**config.mk**
```make
export PLATFORM = sky130hd
export DESIGN_NAME = mux_rr_arbiter
export DESIGN_NICKNAME = d
export VERILOG_FILES = /design/src/rtl/mux_arb_pkg.sv /design/src/rtl/rr_pick.sv /design/src/rtl/mux_rr_arbiter.sv
export SDC_FILE = /design/constraint.sdc
export NUM_CORES = 1
export LEC_CHECK = 0
export CORE_AREA = 2 2 124 126
export DETAILED_ROUTE_END_ITERATION = 10
export DIE_AREA = 0 0 126 128
export GPL_TIMING_DRIVEN = 0
export PLACE_DENSITY = 0.78
export SLEW_MARGIN = 20
export SYNTH_ARGS = -nofsm -noshare
export SYNTH_HDL_FRONTEND = slang
export SYNTH_SLANG_ARGS = --single-unit
export TNS_END_PERCENT = 50
```
**constraint.sdc**
```tcl
create_clock -name clk_i -period 2.85 [get_ports clk_i]
set_input_delay 0.4275 -clock clk_i [delete_from_list [all_inputs] [get_ports clk_i]]
set_output_delay 0.4275 -clock clk_i [all_outputs]
set_load 0.02 [all_outputs]
```
**src/rtl/mux_arb_pkg.sv**
```systemverilog
// Shared types and default sizes for the round-robin datapath mux arbiter.
package mux_arb_pkg;

  localparam int unsigned ARB_NUM_CH     = 8;
  localparam int unsigned ARB_DATA_WIDTH = 32;

  typedef enum logic {
    ARB_IDLE  = 1'b0,
    ARB_GRANT = 1'b1
  } arb_state_e;

endpackage

```
**src/rtl/rr_pick.sv**
```systemverilog
// Combinational rotating-priority picker: first request at or after pointer+1,
// wrapping explicitly from NUM_CH-1 back to 0.
module rr_pick import mux_arb_pkg::*; #(
  parameter  int unsigned NUM_CH = ARB_NUM_CH,
  localparam int unsigned SEL_W  = $clog2(NUM_CH)
) (
  input  logic [NUM_CH-1:0] req_i,
  input  logic [SEL_W-1:0]  pointer_i,
  output logic [NUM_CH-1:0] gnt_o,
  output logic [SEL_W-1:0]  idx_o,
  output logic              any_o
);

  int unsigned      cand;
  logic [SEL_W-1:0] cand_idx;

  always_comb begin
    gnt_o    = '0;
    idx_o    = '0;
    any_o    = 1'b0;
    cand     = 0;
    cand_idx = '0;
    // Pointer itself is checked last, so the previous winner has lowest priority.
    for (int unsigned i = 1; i <= NUM_CH; i++) begin
      cand = 32'(pointer_i) + i;
      if (cand >= NUM_CH) begin
        cand = cand - NUM_CH;
      end
      cand_idx = SEL_W'(cand);
      if (!any_o && req_i[cand_idx]) begin
        any_o           = 1'b1;
        idx_o           = cand_idx;
        gnt_o[cand_idx] = 1'b1;
      end
    end
  end

endmodule

```
**src/rtl/mux_rr_arbiter.sv**
```systemverilog
// Round-robin arbiter/sequencer steering one of NUM_CH channel words to a valid/ready output.
// Optional MUX_ARB_PRIO_EN adds prio_i: high-priority requests arbitrate first, same pointer.
module mux_rr_arbiter import mux_arb_pkg::*; #(
  parameter  int unsigned DATA_WIDTH = ARB_DATA_WIDTH,
  parameter  int unsigned NUM_CH     = ARB_NUM_CH,
  localparam int unsigned SEL_W      = $clog2(NUM_CH)
) (
  input  logic                         clk_i,
  input  logic                         rst_i,
  input  logic [NUM_CH-1:0]            req_i,
  input  logic [NUM_CH*DATA_WIDTH-1:0] data_i,
`ifdef MUX_ARB_PRIO_EN
  input  logic [NUM_CH-1:0]            prio_i,
`endif
  output logic [NUM_CH-1:0]            ack_o,
  output logic [NUM_CH-1:0]            grant_o,
  output logic [SEL_W-1:0]             sel_o,
  output logic [DATA_WIDTH-1:0]        out_data_o,
  output logic                         out_valid_o,
  input  logic                         out_ready_i,
  output logic                         busy_o
);

  arb_state_e          state_q;
  logic [NUM_CH-1:0]   grant_q;
  logic [SEL_W-1:0]    sel_q;
  logic [SEL_W-1:0]    ptr_q;

  logic [NUM_CH-1:0]   pick_req;
  logic [NUM_CH-1:0]   pick_gnt;
  logic [SEL_W-1:0]    pick_idx;
  logic                pick_any;
  logic                busy;
  logic                sel_req;
  logic                valid;
  logic                accept;
  logic [DATA_WIDTH-1:0] word;

`ifdef MUX_ARB_PRIO_EN
  assign pick_req = (|(req_i & prio_i)) ? (req_i & prio_i) : req_i;
`else
  assign pick_req = req_i;
`endif

  rr_pick #(
    .NUM_CH (NUM_CH)
  ) u_pick (
    .req_i     (pick_req),
    .pointer_i (ptr_q),
    .gnt_o     (pick_gnt),
    .idx_o     (pick_idx),
    .any_o     (pick_any)
  );

  // grant_q is the one-hot of sel_q while granted, zero otherwise.
  assign busy    = (state_q == ARB_GRANT);
  assign sel_req = |(req_i & grant_q);
  assign valid   = busy && sel_req && !rst_i;
  assign accept  = valid && out_ready_i;

  always_comb begin
    word = '0;
    for (int unsigned k = 0; k < NUM_CH; k++) begin
      if (grant_q[k]) begin
        word = data_i[k*DATA_WIDTH +: DATA_WIDTH];
      end
    end
  end

  always_ff @(posedge clk_i) begin
    if (rst_i) begin
      state_q <= ARB_IDLE;
      grant_q <= '0;
      sel_q   <= '0;
      ptr_q   <= SEL_W'(NUM_CH - 1);
    end else begin
      case (state_q)
        ARB_IDLE: begin
          if (pick_any) begin
            grant_q <= pick_gnt;
            sel_q   <= pick_idx;
            state_q <= ARB_GRANT;
          end
        end
        ARB_GRANT: begin
          if (accept) begin
            ptr_q   <= sel_q;
            grant_q <= '0;
            state_q <= ARB_IDLE;
          end else if (!sel_req) begin
            // Abandoned by the requester: drop the grant, keep the pointer.
            grant_q <= '0;
            state_q <= ARB_IDLE;
          end
        end
        default: begin
          grant_q <= '0;
          state_q <= ARB_IDLE;
        end
      endcase
    end
  end

  assign ack_o       = accept ? grant_q : '0;
  assign grant_o     = grant_q;
  assign sel_o       = sel_q;
  assign out_data_o  = word;
  assign out_valid_o = valid;
  assign busy_o      = busy;

endmodule

```
# After elaboration in Yosys (flattened, before gate mapping)
# Index checks and enable logic that the tools add are counted.
dict set report word_totals {
  register_bits 15
  out_inout_bits 53
  word_cells 166
}
dict set report classes {
  addsub 16
  magnitude_cmp 24
  eq_ne 2
  muxes 81
  bitwise_logic 9
  n_reduce_logical 30
}
# operator n
set op_table {}
lappend op_table {{two-way mux 32 bit} 8}
lappend op_table {{two-way mux 8 bit} 12}
lappend op_table {{OR 8 bit} 7}
lappend op_table {{two-way mux 3 bit} 16}
lappend op_table {{less-than comparator 3 x 4 -> 1 bit (second input constant)} 8}
lappend op_table {{greater-or-equal comparator 4 bit (second input constant)} 7}
lappend op_table {{two-way mux 1 bit} 27}
lappend op_table {{binary-select mux 1 bit (select 3 bit)} 8}
lappend op_table {{demux 1 bit (select 3 bit)} 8}
lappend op_table {{greater-or-equal comparator 3 x 1 -> 1 bit (second input constant)} 8}
lappend op_table {{subtractor 3 x 1 -> 3 bit (second input constant)} 8}
lappend op_table {{logical AND 1 bit} 18}
lappend op_table {{adder 3 x 3 -> 4 bit (second input constant)} 4}
lappend op_table {{case mux 8 bit (2 select lines)} 1}
lappend op_table {{adder 3 x 2 -> 4 bit (second input constant)} 2}
lappend op_table {{bitwise AND 8 bit} 1}
lappend op_table {{zero test 1 bit} 8}
lappend op_table {{OR reduction 8 bit} 1}
lappend op_table {{AND reduction 2 bit} 3}
lappend op_table {{adder 3 x 4 -> 5 bit (second input constant)} 1}
lappend op_table {{greater-or-equal comparator 5 x 4 -> 1 bit (second input constant)} 1}
lappend op_table {{adder 3 x 1 -> 4 bit (second input constant)} 1}
lappend op_table {{!= test 3 x 2 -> 1 bit (second input constant)} 1}
lappend op_table {{!= test 2 bit (second input constant)} 1}
lappend op_table {{other kinds (2)} 2}

# Longest topological paths before layout
# Gate-level depths: netlist of run 1.
dict set report logic_depth {
  word_depth 29
  depth_mapped 13
  mapped_depth_nobuf 9
}

# By module
# From an unflattened synthesis of run 1, not the netlist that was laid out.
dict set report hier_totals {
  hier_cells 515
  area_unflattened_um2 3955.0
}
# mod instances cells_each area_per_inst_um2 seq_area_each_um2
set modules_own_cells {}
lappend modules_own_cells {mux_rr_arbiter 1 355 2566.2 300.3}
lappend modules_own_cells {rr_pick 1 160 1388.8 0.0}

# Least setup slack after synthesis of run 1
# OpenSTA, ideal clock, no wires.
dict set report synth_timing {
  path_type {register to register}
  startpoint {register ptr_q[1]}
  endpoint {register grant_q[1], in the netlist grant_o[1]}
  arrival_ns 3.060
  required_time_ns 2.733
  setup_slack_ns -0.328
  stages_incl_launch_ff 11
  path_cell_list {dfxtp_1 > buf_6 > buf_6 > inv_1 > ha_1 > mux4_1 > mux2_4 > a2111oi_4 > a31oi_2 > and2_1 > a32o_1}
}
dict set report synth_via {
  elab_chain_len 29
  elab_cells_between_ends 129
}
# item line
set synth_rtl {}
lappend synth_rtl {{start: declaration} mux_rr_arbiter.sv:27} ;# logic [SEL_W-1:0] ptr_q;
lappend synth_rtl {{start signal: assignment} mux_rr_arbiter.sv:75} ;# ptr_q <= SEL_W'(NUM_CH - 1);
lappend synth_rtl {{start signal: assignment} mux_rr_arbiter.sv:87} ;# ptr_q <= sel_q;
lappend synth_rtl {{branches (longest 29 deep; another with adder 3 x 1 -> 4 bit)} n/a}
lappend synth_rtl {{end signal: assignment} mux_rr_arbiter.sv:80} ;# grant_q <= pick_gnt;
lappend synth_rtl {{end: declaration} mux_rr_arbiter.sv:25} ;# logic [NUM_CH-1:0] grant_q;
# Several ways; the timed one is not identified. The select of a mux whose other input is x is not followed.
# A chain may end at the register's enable or synchronous reset.

# Worst setup path in the final report of run 1
dict set report layout_timing {
  startpoint {register ptr_q[1]}
  endpoint {register grant_q[7], in the netlist grant_o[7]}
}
# Same word-level chain as after synthesis.

==> impl_metrics.toml, run 1 <==
[sta]
max_freq_mhz = 327
maxSlewViolCount = 0
rsz0062_at_grt = "yes"
setup_viol = 17
min_period_over_period_pct = 107
worst_clock_skew_ns = 0.00151
hold_viol_final = 0
final.setup.worst_slack_ns = -0.211
final.setup.tns_ns = -2.33
max_slew.worst_pin.slew_ns = 0.609
final.min_clock_period_ns = 3.06
relSlewSlack_pct = 59.4

[routing]
drc_errors = 0
routedWlPerCell_um = 22.7
drt_first_iter_violations = 591
via_count = 6354
wl_mm = 25.6
drt_pass1_iterations = 6
ant_nets = 0
viasPerCell = 5.63

[worst_setup_path]
required_ns = 3.00
crit_path_start_kind = "flip-flop"
regToRegSetupSlack_ns = -0.21
cp_max_fo = 7
cp-end-kind = "flip-flop"
rr_worst_depth = 12
reg2reg_from = "ptr_q[1]$_SDFFE_PP1P_"
critical_path_class = "reg -> reg"
worstReg2RegEnd = "grant_o[7]$_SDFFE_PP0P_"
critical_path_arrival_ns = 3.21

[synth]
synth_ff_type = "dfxtp_1"
synth_warnings = 0
synthesis.nets = 878
synthArstFlopShare_pct = 0
seq_area_frac_synth_pct = 6.90
post_synth_inst_count = 605
ys_types = 64
avgSynthCellArea_um2 = 7.19
synth_seq_cells = 15
synthesis.area_um2 = 4350
synth_edf_count = 0

[placed_design]
portBuffers = 314
place.gp.congestion = 0.928
post-dp-hpwl_mm = 20.6

[floorplanning]
rows = 45
core_area_um2 = 14900
ios = 320
start_util_pct = 29.3
dieHeight_um = 128
dieArea_um2 = 16100
die_w_um = 126

[grt]
gr-total-overflow = 0
grt_usage_pct = 29.1
grt_max_degree = 11
grt_pass1_vias = 6005
grt_pass1_wl_mm = 36.6
antenna_found_initial = 3

[power_and_ir_drop]
pwr_density_cell_nw_per_um2 = 351
clock_power_share_pct = 9.3
p_leak_uw = 0.00312
p_seq_share_pct = 9.1
irDropWorstVdd_mv = 0.205
p_int_uw = 1590
switching_share_pct = 45.9
p_comb_share_pct = 81.5
p_total_uw = 2940
p_switching_uw = 1350

[clock_tree]
hold_buffers = 0
clock_latency_ns = 0.25
clockBufferDepth = 2
cts.sinks = 15
clk_pin_slew_ns = 0.05
htree_levels = 1
numCtsBuffers = 3
cts_tree = "done"
cts_root_buf = "clkbuf_16"

[finish]
drive_above_1_share_pct = 19.3
final_nets = 1213
area_delta_synth_final_pct = 92.0

[hold_path]
min_to = "ptr_q[2]$_SDFFE_PP1P_"
hold_start = "sel_o[2]$_SDFFE_PP0P_"
min_path_type = "reg -> reg"
whs_path_depth = 2

[run_status]
violations = "negative setup slack"
status = "finished with violations"

[run]
maxCapViolations = 0
[what timing repair did]
action / in CTS / in global routing
pin swaps: 5 / 43
setup buffers: 6 / 13
hold endpoints to repair: 0 / 0
setup endpoints to repair: 53 / 48
gates resized for setup: 115 / 160
[state kept, by name, summed over array words and instances, names as in the netlist]
| register | flops |
|---|---|
| sel_o | 3 |
| grant_o | 8 |
| ptr_q | 3 |
| busy_o | 1 |
[per-layer routing]
layer | global-route usage [%] | share of wire (%) | vias to the layer above
li1 | - | - | 3014
met1 | 36.3 | 41 | 2987
met2 | 50.9 | 49 | 302
met3 | 5.72 | 7.1 | 49
met4 | 8.14 | 3.3 | 2
met5 | 0 | 0.047 | -
[cells in the mapped netlist, types with 4 or more instances]
library cell	n	area, um2
nand2_1	56	210
a22oi_1	5	37.5
dfxtp_1	15	300
nor2b_1	101	632
inv_1	6	22.5
o21ai_1	6	30.0
clkbuf_1	56	210
buf_2	6	30.0
mux2_4	4	60.1
nor2_1	17	63.8
nor3_1	69	345
a211oi_1	65	488
a221oi_1	33	289
mux2i_1	15	150
mux2_1	6	67.6
mux2_2	7	78.8
and2_1	14	87.6
ha_1	6	75.1
o21ai_0	6	30.0
o31ai_1	33	248
mux4_2	11	248
[critical path, cell delays in order, from the launching register on]
cell and delay [ns]:
dfxtp_4 0.39, buf_12 0.14, inv_8 0.04, ha_4 0.28, buf_8 0.13, mux2_4 0.29
mux4_2 0.54, a2111oi_4 0.33, buf_4 0.21, and2_4 0.18, a221o_1 0.20, nand3_2 0.10
o311ai_2 0.10
[worst max path at each step]
stage	from	end	slack (ns)	cells after the start
floorplan	ptr_q[1]$_SDFFE_PP1P_	grant_o[4]$_SDFFE_PP0P_	-0.23	13
global placement	grant_o[1]$_SDFFE_PP0P_	out_data_o[1]	-0.78	11
detailed placement	grant_o[1]$_SDFFE_PP0P_	out_data_o[1]	-0.80	11
CTS	ptr_q[1]$_SDFFE_PP1P_	grant_o[4]$_SDFFE_PP0P_	-0.27	14
global route	ptr_q[1]$_SDFFE_PP1P_	grant_o[1]$_SDFFE_PP0P_	-0.34	12
finish	ptr_q[1]$_SDFFE_PP1P_	grant_o[7]$_SDFFE_PP0P_	-0.21	12
[area by class of cell]
type / instances / area [um2]
Timing Repair Buffer: 333 / 3210
Tap cell: 188 / 235
Multi-Input combinational cell: 517 / 4100
Fill cell: 1420 / 6510
Buffer: 64 / 375
Sequential cell: 15 / 314
Inverter: 6 / 36.3
Clock buffer: 4 / 78.8
Antenna cell: 2 / 5.00
[through the flow]
| stage | utilization [%] | hold slack (ns) | area (um2) | instances | setup slack, ns |
|---|---|---|---|---|---|
| 2_1_floorplan | - | 0.541 | 4410 | 605 | -0.229 |
| 3_3_place_gp | 52.4 | 0.469 | 7780 | 1107 | -0.782 |
| 3_5_place_dp | 52.4 | 0.484 | 7780 | 1107 | -0.799 |
| 4_1_cts | 53.9 | 0.492 | 8010 | 1116 | -0.275 |
| 5_1_grt | 56.2 | 0.509 | 8360 | 1129 | -0.335 |
| 6_report | 56.2 | 0.489 | 8360 | 1129 | -0.211 |
[power groups by stage]
stage                     Combinational (uW)  Sequential (uW)  Clock [uW]
after floorplan                         1210              272           0
after global placement                  2260              263           0
after detailed placement                2270              263           0
after CTS                               2220              266         281
after global routing                    2530              269         287
final                                   2390              268         274
[logic make-up after synthesis]
logic type,after synthesis,share of synthesized area [%]
adders and majority gates,6,1.73
and+or+nand+nor,273,33.3
AOI/OAI and AO/OA,189,34.4
muxes,45,15.1
buffers and inverters,73,7.16
DFF,15,6.90
xor gates and xnor gates,4,1.41
[layout by cell type (no fill, tap or decap), types with 4 or more instances in the layout]
cell type          n
o21ai_1            6
nor3_2            13
mux4_2            13
a22oi_1            5
mux2i_1           13
dlygate4sd2_1     10
mux2_2             6
nor3_1            55
ha_1               4
nor2b_1          100
buf_6              4
a211oi_1          50
o31ai_1           33
clkdlybuf4s15_2    4
a221oi_1          24
buf_4             28
buf_2             10
a211oi_2          15
dlymetal6s2s_1     4
dfxtp_1           10
clkbuf_1          28
clkdlybuf4s50_1  270
mux2_4             8
nand2_1           55
clkbuf_2          26
a221oi_2           9
o21ai_0            6
and2_1            12
nor2_1            16
clkdlybuf4s15_1    6
Power figures use the tool's default switching activity.
==> run 2, diff against run 1 <==
Settings changed: GPL_ROUTABILITY_DRIVEN set to 1.
==> results of run 2 <==
The final DEF is identical to that of run 1; final timing and power are the same.
